`config.mk`:
```
export PLATFORM = sky130hd
export DESIGN_NAME = pc_sequencer_flat
export DESIGN_NICKNAME = d
export VERILOG_FILES = /design/src/rtl/pc_sequencer_if.sv /design/src/rtl/pc_sequencer.sv /design/src/flat_wrapper.sv
export SDC_FILE = /design/constraint.sdc
export NUM_CORES = 1
export LEC_CHECK = 0
export ABC_AREA = 1
export CORE_MARGIN = 1
export CORE_UTILIZATION = 45
export CTS_CLUSTER_SIZE = 30
export DETAILED_ROUTE_END_ITERATION = 6
export GPL_TIMING_DRIVEN = 0
export PLACE_DENSITY = 0.87
export SLEW_MARGIN = 20
export SYNTH_ARGS = -nofsm -noshare
export SYNTH_HDL_FRONTEND = slang
export SYNTH_SLANG_ARGS = --single-unit
```
`constraint.sdc`:
```
create_clock -name clk -period 4.2 [get_ports clk]
set_clock_uncertainty 0.05 [all_clocks]
set_input_delay 0.84 -clock clk [delete_from_list [all_inputs] [get_ports clk]]
set_output_delay 0.84 -clock clk [all_outputs]
set_load 0.03 [all_outputs]
```
`src/rtl/pc_sequencer_if.sv`:
```
// pc_sequencer_if: groups the control inputs and the architectural outputs of
// the program-counter sequencer.
//   master : control unit / register file side (drives controls, reads PC state)
//   slave  : the sequencer itself
// Signal semantics: there is no handshake; every control is a level sampled
// once on each rising clock edge, and every output is valid for the whole cycle.
interface pc_sequencer_if #(
  parameter int CNT_WIDTH = 32
);
  logic                 Stall;
  logic                 PCSrc;
  logic                 Jump;
  logic                 JumpReg;
  logic [31:0]          SignImm;
  logic [25:0]          Jump_low_26Bit;
  logic [31:0]          RegTarget;
  logic                 Exc;
  logic [4:0]           ExcCode;
  logic                 Eret;
  logic [31:0]          PC;
  logic [31:0]          PCPlus4;
  logic [31:0]          EPC;
  logic [4:0]           Cause;
  logic                 ExcActive;
  logic                 DoubleFault;
  logic [CNT_WIDTH-1:0] InstRet;

  modport master (
    output Stall, PCSrc, Jump, JumpReg, SignImm, Jump_low_26Bit, RegTarget,
           Exc, ExcCode, Eret,
    input  PC, PCPlus4, EPC, Cause, ExcActive, DoubleFault, InstRet
  );

  modport slave (
    input  Stall, PCSrc, Jump, JumpReg, SignImm, Jump_low_26Bit, RegTarget,
           Exc, ExcCode, Eret,
    output PC, PCPlus4, EPC, Cause, ExcActive, DoubleFault, InstRet
  );
endinterface

```
`src/rtl/pc_sequencer.sv`:
```
// pc_sequencer: program-counter sequencer for the single-cycle MIPS core.
// Computes the next fetch address from branch / jump / register-jump controls,
// handles exception entry (EPC/Cause capture), eret, target-misalignment
// faults (AdEL) and keeps a retired-instruction counter.
// Ports:
//   clk   : clock, all state updates on the rising edge
//   rst_n : synchronous reset, ACTIVE-HIGH despite the name
//   bus   : pc_sequencer_if.slave (controls in, PC/EPC/Cause/flags/InstRet out)
// The handler-mode flag ExcActive is the only FSM state and is exported as-is.
module pc_sequencer #(
  parameter logic [31:0] RESET_VECTOR = 32'h0000_0000,
  parameter logic [31:0] EXC_VECTOR   = 32'h0000_0180,
  parameter int          CNT_WIDTH    = 32
) (
  input  logic            clk,
  input  logic            rst_n,
  pc_sequencer_if.slave   bus
);

  localparam logic [0:0] MODE_NORMAL  = 1'b0;
  localparam logic [0:0] MODE_HANDLER = 1'b1;
  localparam logic [4:0] CODE_ADEL    = 5'd4;

  logic [31:0]          pc_q;
  logic [31:0]          epc_q;
  logic [4:0]           cause_q;
  logic [0:0]           mode_q;
  logic                 dfault_q;
  logic [CNT_WIDTH-1:0] inst_ret_q;

  logic [31:0] pc_plus4;
  logic [31:0] pc_branch;
  logic [31:0] pc_jump;
  logic [31:0] pc_seq;
  logic        misalign;
  logic        take_exc;
  logic [4:0]  exc_code;
  logic        do_eret;

  assign pc_plus4  = pc_q + 32'd4;
  assign pc_branch = pc_plus4 + {bus.SignImm[29:0], 2'b00};
  assign pc_jump   = {pc_plus4[31:28], bus.Jump_low_26Bit, 2'b00};

  // Only register targets can be misaligned; branch/jump targets are word
  // aligned by construction.
  assign misalign = bus.JumpReg && (bus.RegTarget[1:0] != 2'b00);
  assign take_exc = bus.Exc || misalign;
  // An external request outranks a simultaneous misalignment fault.
  assign exc_code = bus.Exc ? bus.ExcCode : CODE_ADEL;
  // eret outside handler mode falls through to normal sequencing.
  assign do_eret  = bus.Eret && (mode_q == MODE_HANDLER);

  always_comb begin
    pc_seq = pc_plus4;
    if (bus.JumpReg)    pc_seq = bus.RegTarget;
    else if (bus.Jump)  pc_seq = pc_jump;
    else if (bus.PCSrc) pc_seq = pc_branch;
  end

  always_ff @(posedge clk) begin
    if (rst_n) begin
      pc_q       <= RESET_VECTOR;
      epc_q      <= 32'd0;
      cause_q    <= 5'd0;
      mode_q     <= MODE_NORMAL;
      dfault_q   <= 1'b0;
      inst_ret_q <= '0;
    end else if (take_exc) begin
      // Exception entry does not retire the instruction.
      pc_q <= EXC_VECTOR;
      if (mode_q == MODE_NORMAL) begin
        epc_q   <= pc_q;
        cause_q <= exc_code;
        mode_q  <= MODE_HANDLER;
      end else begin
        dfault_q <= 1'b1;
      end
    end else if (do_eret) begin
      pc_q       <= epc_q + 32'd4;
      mode_q     <= MODE_NORMAL;
      inst_ret_q <= inst_ret_q + 1'b1;
    end else if (!bus.Stall) begin
      pc_q       <= pc_seq;
      inst_ret_q <= inst_ret_q + 1'b1;
    end
  end

  assign bus.PC          = pc_q;
  assign bus.PCPlus4     = pc_plus4;
  assign bus.EPC         = epc_q;
  assign bus.Cause       = cause_q;
  assign bus.ExcActive   = mode_q[0];
  assign bus.DoubleFault = dfault_q;
  assign bus.InstRet     = inst_ret_q;

endmodule

```
`src/flat_wrapper.sv`:
```
// flat-port wrapper written by rule: the top's interface ports become plain ports
module pc_sequencer_flat 
#(
  parameter logic [31:0] RESET_VECTOR = 32'h0000_0000,
  parameter logic [31:0] EXC_VECTOR   = 32'h0000_0180,
  parameter int          CNT_WIDTH    = 32
)
  (clk, rst_n, bus_Stall, bus_PCSrc, bus_Jump, bus_JumpReg, bus_SignImm, bus_Jump_low_26Bit, bus_RegTarget, bus_Exc, bus_ExcCode, bus_Eret, bus_PC, bus_PCPlus4, bus_EPC, bus_Cause, bus_ExcActive, bus_DoubleFault, bus_InstRet);
  pc_sequencer_if #(.CNT_WIDTH(CNT_WIDTH)) bus_i ();
  input  logic clk;
  input  logic rst_n;
  input wire logic [$bits(bus_i.Stall)-1:0] bus_Stall;
  input wire logic [$bits(bus_i.PCSrc)-1:0] bus_PCSrc;
  input wire logic [$bits(bus_i.Jump)-1:0] bus_Jump;
  input wire logic [$bits(bus_i.JumpReg)-1:0] bus_JumpReg;
  input wire logic [$bits(bus_i.SignImm)-1:0] bus_SignImm;
  input wire logic [$bits(bus_i.Jump_low_26Bit)-1:0] bus_Jump_low_26Bit;
  input wire logic [$bits(bus_i.RegTarget)-1:0] bus_RegTarget;
  input wire logic [$bits(bus_i.Exc)-1:0] bus_Exc;
  input wire logic [$bits(bus_i.ExcCode)-1:0] bus_ExcCode;
  input wire logic [$bits(bus_i.Eret)-1:0] bus_Eret;
  output wire logic [$bits(bus_i.PC)-1:0] bus_PC;
  output wire logic [$bits(bus_i.PCPlus4)-1:0] bus_PCPlus4;
  output wire logic [$bits(bus_i.EPC)-1:0] bus_EPC;
  output wire logic [$bits(bus_i.Cause)-1:0] bus_Cause;
  output wire logic [$bits(bus_i.ExcActive)-1:0] bus_ExcActive;
  output wire logic [$bits(bus_i.DoubleFault)-1:0] bus_DoubleFault;
  output wire logic [$bits(bus_i.InstRet)-1:0] bus_InstRet;
  assign bus_i.Stall = bus_Stall;
  assign bus_i.PCSrc = bus_PCSrc;
  assign bus_i.Jump = bus_Jump;
  assign bus_i.JumpReg = bus_JumpReg;
  assign bus_i.SignImm = bus_SignImm;
  assign bus_i.Jump_low_26Bit = bus_Jump_low_26Bit;
  assign bus_i.RegTarget = bus_RegTarget;
  assign bus_i.Exc = bus_Exc;
  assign bus_i.ExcCode = bus_ExcCode;
  assign bus_i.Eret = bus_Eret;
  assign bus_PC = bus_i.PC;
  assign bus_PCPlus4 = bus_i.PCPlus4;
  assign bus_EPC = bus_i.EPC;
  assign bus_Cause = bus_i.Cause;
  assign bus_ExcActive = bus_i.ExcActive;
  assign bus_DoubleFault = bus_i.DoubleFault;
  assign bus_InstRet = bus_i.InstRet;
  pc_sequencer #(.RESET_VECTOR(RESET_VECTOR), .EXC_VECTOR(EXC_VECTOR), .CNT_WIDTH(CNT_WIDTH)) u_core (.clk(clk), .rst_n(rst_n), .bus(bus_i));
endmodule
```
==> impl_metrics.json, run 1 <==
{
  "hold_viol": 0,
  "synth-async-reset-ratio_pct": 0,
  "crit_top_cell": "inv_1",
  "combPwrFrac_pct": 30.7,
  "nFillCells": 1949,
  "worstPathCellList": "inv_1, nor2_1, inv_1, nor2_2, nand2_1, nor3_2, or2_2, and2_1, clkdlybuf4s50_1",
  "drt_pass1_iterations": 6,
  "worstSetupStartpointType": "register",
  "ys_seq_area_share_pct": 22.9,
  "die_area_sq_mm": 0.0206,
  "fmax_ghz": 0.251,
  "max_stage_delay_ns": 0.70,
  "synth.largest_area_cell": "dfxtp_1",
  "postCtsSetupBuffers": 0,
  "grtUsageTotal_pct": 36.3,
  "post_cts_resized": 0,
  "first_global_vias": 10200,
  "worstSetupStartpoint": "u_core.bus.PC[2]",
  "synthTopCellsByCount": "405 x nand2_1, 208 x inv_1, 185 x nor2_1",
  "rr_endpoint": "u_core.bus.PC[18]",
  "fin_nets": 1927,
  "multi_input_area_sq_mm": 0.00594,
  "power_density_mw_per_mm2": 245,
  "insertion_delay_ns": 0.35,
  "synthCells": 1540,
  "vias": 11500,
  "intPower_mw": 1.90,
  "layout-drive-gt1-share_pct": 3.85,
  "synth-main-ff-cell": "dfxtp_1",
  "crit_fanout": 6,
  "fin_ws_ns": 0.212,
  "crit_family": "simple AND/OR/NAND/NOR gates",
  "cts-buffers-inserted": 9,
  "required_ns": 3.31,
  "routedWlPerCell_microns": 18.5,
  "rrSetupSlack_ns": 0.25,
  "irDropWorstVdd_mv": 0.269,
  "vias_per_cell": 5.61,
  "cap_violations": 0,
  "area_growth_pct": 33.4,
  "syn_area_sq_mm": 0.00899,
  "grt_pass1_wl_microns": 56500,
  "path_buf_inv": 3,
  "n_antenna_cell": 0,
  "path_depth": 9,
  "tns_ns": 0,
  "fin_crit_ns": 3.99,
  "initial_utilization_pct": 46.1,
  "ys_types": 54,
  "pwr-share-clk_pct": 32.0,
  "ys_ff_latch": 103,
  "grt_max_degree": 19,
  "hold_class": "register to register",
  "synth_edf_count": 0,
  "totalWireLength_microns": 38000,
  "place_ws_ns": 0.484,
  "crit_path_end": "bus_PCPlus4[17]",
  "yosysWarnings": 0,
  "clock-root-buffer": "clkbuf_16",
  "post-route-period-util_pct": 94.9,
  "h-tree-depth": 3,
  "synth_most_common_cell": "nand2_1",
  "ff_latch_area_sq_mm": 0.00206,
  "cts_tree": "built",
  "r2r-start": "u_core.bus.PC[2]",
  "path_class": "register to output port",
  "syn_avg_cell_area_sq_um": 5.84,
  "placed_cells_incl_taps": 2039,
  "synth_nets": 1682,
  "coreArea_sq_mm": 0.0195,
  "rsz0062_at_grt": "no",
  "cts_hold_buf": 0,
  "drv_slew": 0,
  "p_sw_share_pct": 35.6,
  "slew_headroom_pct": 49.6,
  "die_h_microns": 143,
  "drtAntennaViolNets": 0,
  "yosysTopAreaCellShare_pct": 22.9,
  "numClockSinks": 103,
  "p_leak_nw": 5.21,
  "worst_path_max_delay_cell": "clkdlybuf4s50_1",
  "setup_viol": 0,
  "pin_count": 238,
  "final_cells": 2055,
  "synth.area.top_cells": "dfxtp_1 23%, nand2_1 17%, inv_1 8.7%",
  "cp_data_arrival_time_ns": 3.10,
  "antenna_found_initial": 0,
  "overflow": 0,
  "clk_pin_slew_ns": 0.08,
  "fp-row-count": 51,
  "status": "finished clean",
  "die_w_microns": 143,
  "portBuffers": 234,
  "first_iter_violations": 1443,
  "place_congestion": 1.01,
  "p_seq_share_pct": 37.3,
  "worst_r2r_path_depth": 20,
  "worst_pin_slew_ns": 0.753,
  "drc": 0,
  "clock_path_buffers": 2,
  "setup.worst_path.end_class": "output port",
  "hpwl_microns": 31300,
  "p_switching_mw": 1.05
}
how the worst min path moves through the flow:
| stage | startpoint | endpoint | slack [ns] | depth (start not counted) |
|---|---|---|---|---|
| 2_1_floorplan | u_core.bus.InstRet[4] | u_core.bus.InstRet[4] | 0.53 | 2 |
| 3_3_place_gp | u_core.bus.InstRet[4] | u_core.bus.InstRet[4] | 0.40 | 2 |
| 3_5_place_dp | u_core.bus.DoubleFault | u_core.bus.DoubleFault | 0.41 | 2 |
| 4_1_cts | u_core.bus.InstRet[4] | u_core.bus.InstRet[4] | 0.42 | 2 |
| 5_1_grt | u_core.bus.InstRet[4] | u_core.bus.InstRet[4] | 0.46 | 2 |
| 6_report | u_core.bus.InstRet[4] | u_core.bus.InstRet[4] | 0.42 | 2 |
routing by layer:
layer  up-vias  GRT usage [%]  share of wire, %
li1       5514              -                 -
met1      5198           53.7                43
met2       754           54.3                42
met3        66           5.80                12
met4         0           8.85               2.2
met5         -              0                 0
cells in the final DEF, fill, tap and decap left out, drive strengths merged, types with 30 or more instances in the layout:
master	synthesis	final
clkbuf	27	36
nand2	411	411
nand3	105	105
dfxtp	103	103
clkdlybuf4s50	0	234
nor3	44	44
nand4	30	30
nor2	194	194
ha	38	38
o21ai	92	92
inv	215	219
a21oi	147	147
sequential cells by signal (all words and copies together), names as in the netlist:
| register | cells |
|---|---|
| u_core.bus.PC | 32 |
| u_core.bus.DoubleFault | 1 |
| u_core.bus.ExcActive | 1 |
| u_core.bus.Cause | 5 |
| u_core.bus.EPC | 32 |
| u_core.bus.InstRet | 32 |
cell type report:
cell class / count / share of cell area, %
Clock buffer: 9 / 1.88
Tap cell: 265 / 2.77
Timing Repair Buffer: 234 / 19.5
Multi-Input combinational cell: 1179 / 49.5
Buffer: 39 / 1.40
Sequential cell: 103 / 17.2
Inverter: 219 / 6.88
Clock inverter: 7 / 0.835
kinds of logic after synthesis:
family | after synthesis | synth area share, %
and+or+nand+nor | 821 | 39.9
AOI/OAI and AO/OA | 284 | 17.2
buffers and inverters | 258 | 11.0
DFF | 103 | 22.9
adders and majority gates | 39 | 5.51
xor gates and xnor gates | 35 | 3.41
worst reg2reg max path, stage by stage (launching register included):
cell	delay, ns
dfxtp_1	0.46
inv_1	0.18
nor2_1	0.29
inv_1	0.11
nor2_2	0.33
nand2_1	0.16
nor3_2	0.16
nand2_1	0.09
and2_1	0.22
ha_1	0.32
nand2_1	0.15
inv_1	0.05
nand2_1	0.07
nand3_1	0.14
a21oi_1	0.31
nand2_1	0.12
or2_2	0.28
nand3_1	0.10
nand3_1	0.09
nand2_1	0.08
a21oi_1	0.06
power groups by stage:
stage / clock network, mW / logic, mW / registers (mW)
2_1_floorplan: 0 / 0.423 / 1.18
3_3_place_gp: 0 / 0.871 / 1.12
3_5_place_dp: 0 / 0.880 / 1.12
4_1_cts: 0.937 / 0.885 / 1.10
5_1_grt: 0.973 / 0.968 / 1.10
6_report: 0.940 / 0.904 / 1.10
per-stage QoR:
stage	area [sq um]	hold WS (ns)	total power, mW	utilization [%]
after CTS	12000	0.421	2.92	61.4
after floorplan	8990	0.529	1.60	-
after global placement	11700	0.405	1.99	59.7
after global routing	12000	0.458	3.04	61.4
final	12000	0.420	2.94	61.4
after detailed placement	11700	0.410	2.00	59.7
Power figures use the tool's default switching activity.
==> inputs of run 2 (changes only) <==
--- a/config.mk
+++ b/config.mk
@@ -8,7 +8,7 @@
 export ABC_AREA = 1
 export CORE_MARGIN = 1
 export CORE_UTILIZATION = 45
-export CTS_CLUSTER_SIZE = 30
+export CTS_CLUSTER_SIZE = 14
 export DETAILED_ROUTE_END_ITERATION = 6
 export GPL_TIMING_DRIVEN = 0
 export PLACE_DENSITY = 0.87
==> results of run 2 <==
Final layout, timing and power as in run 1 (identical DEF).
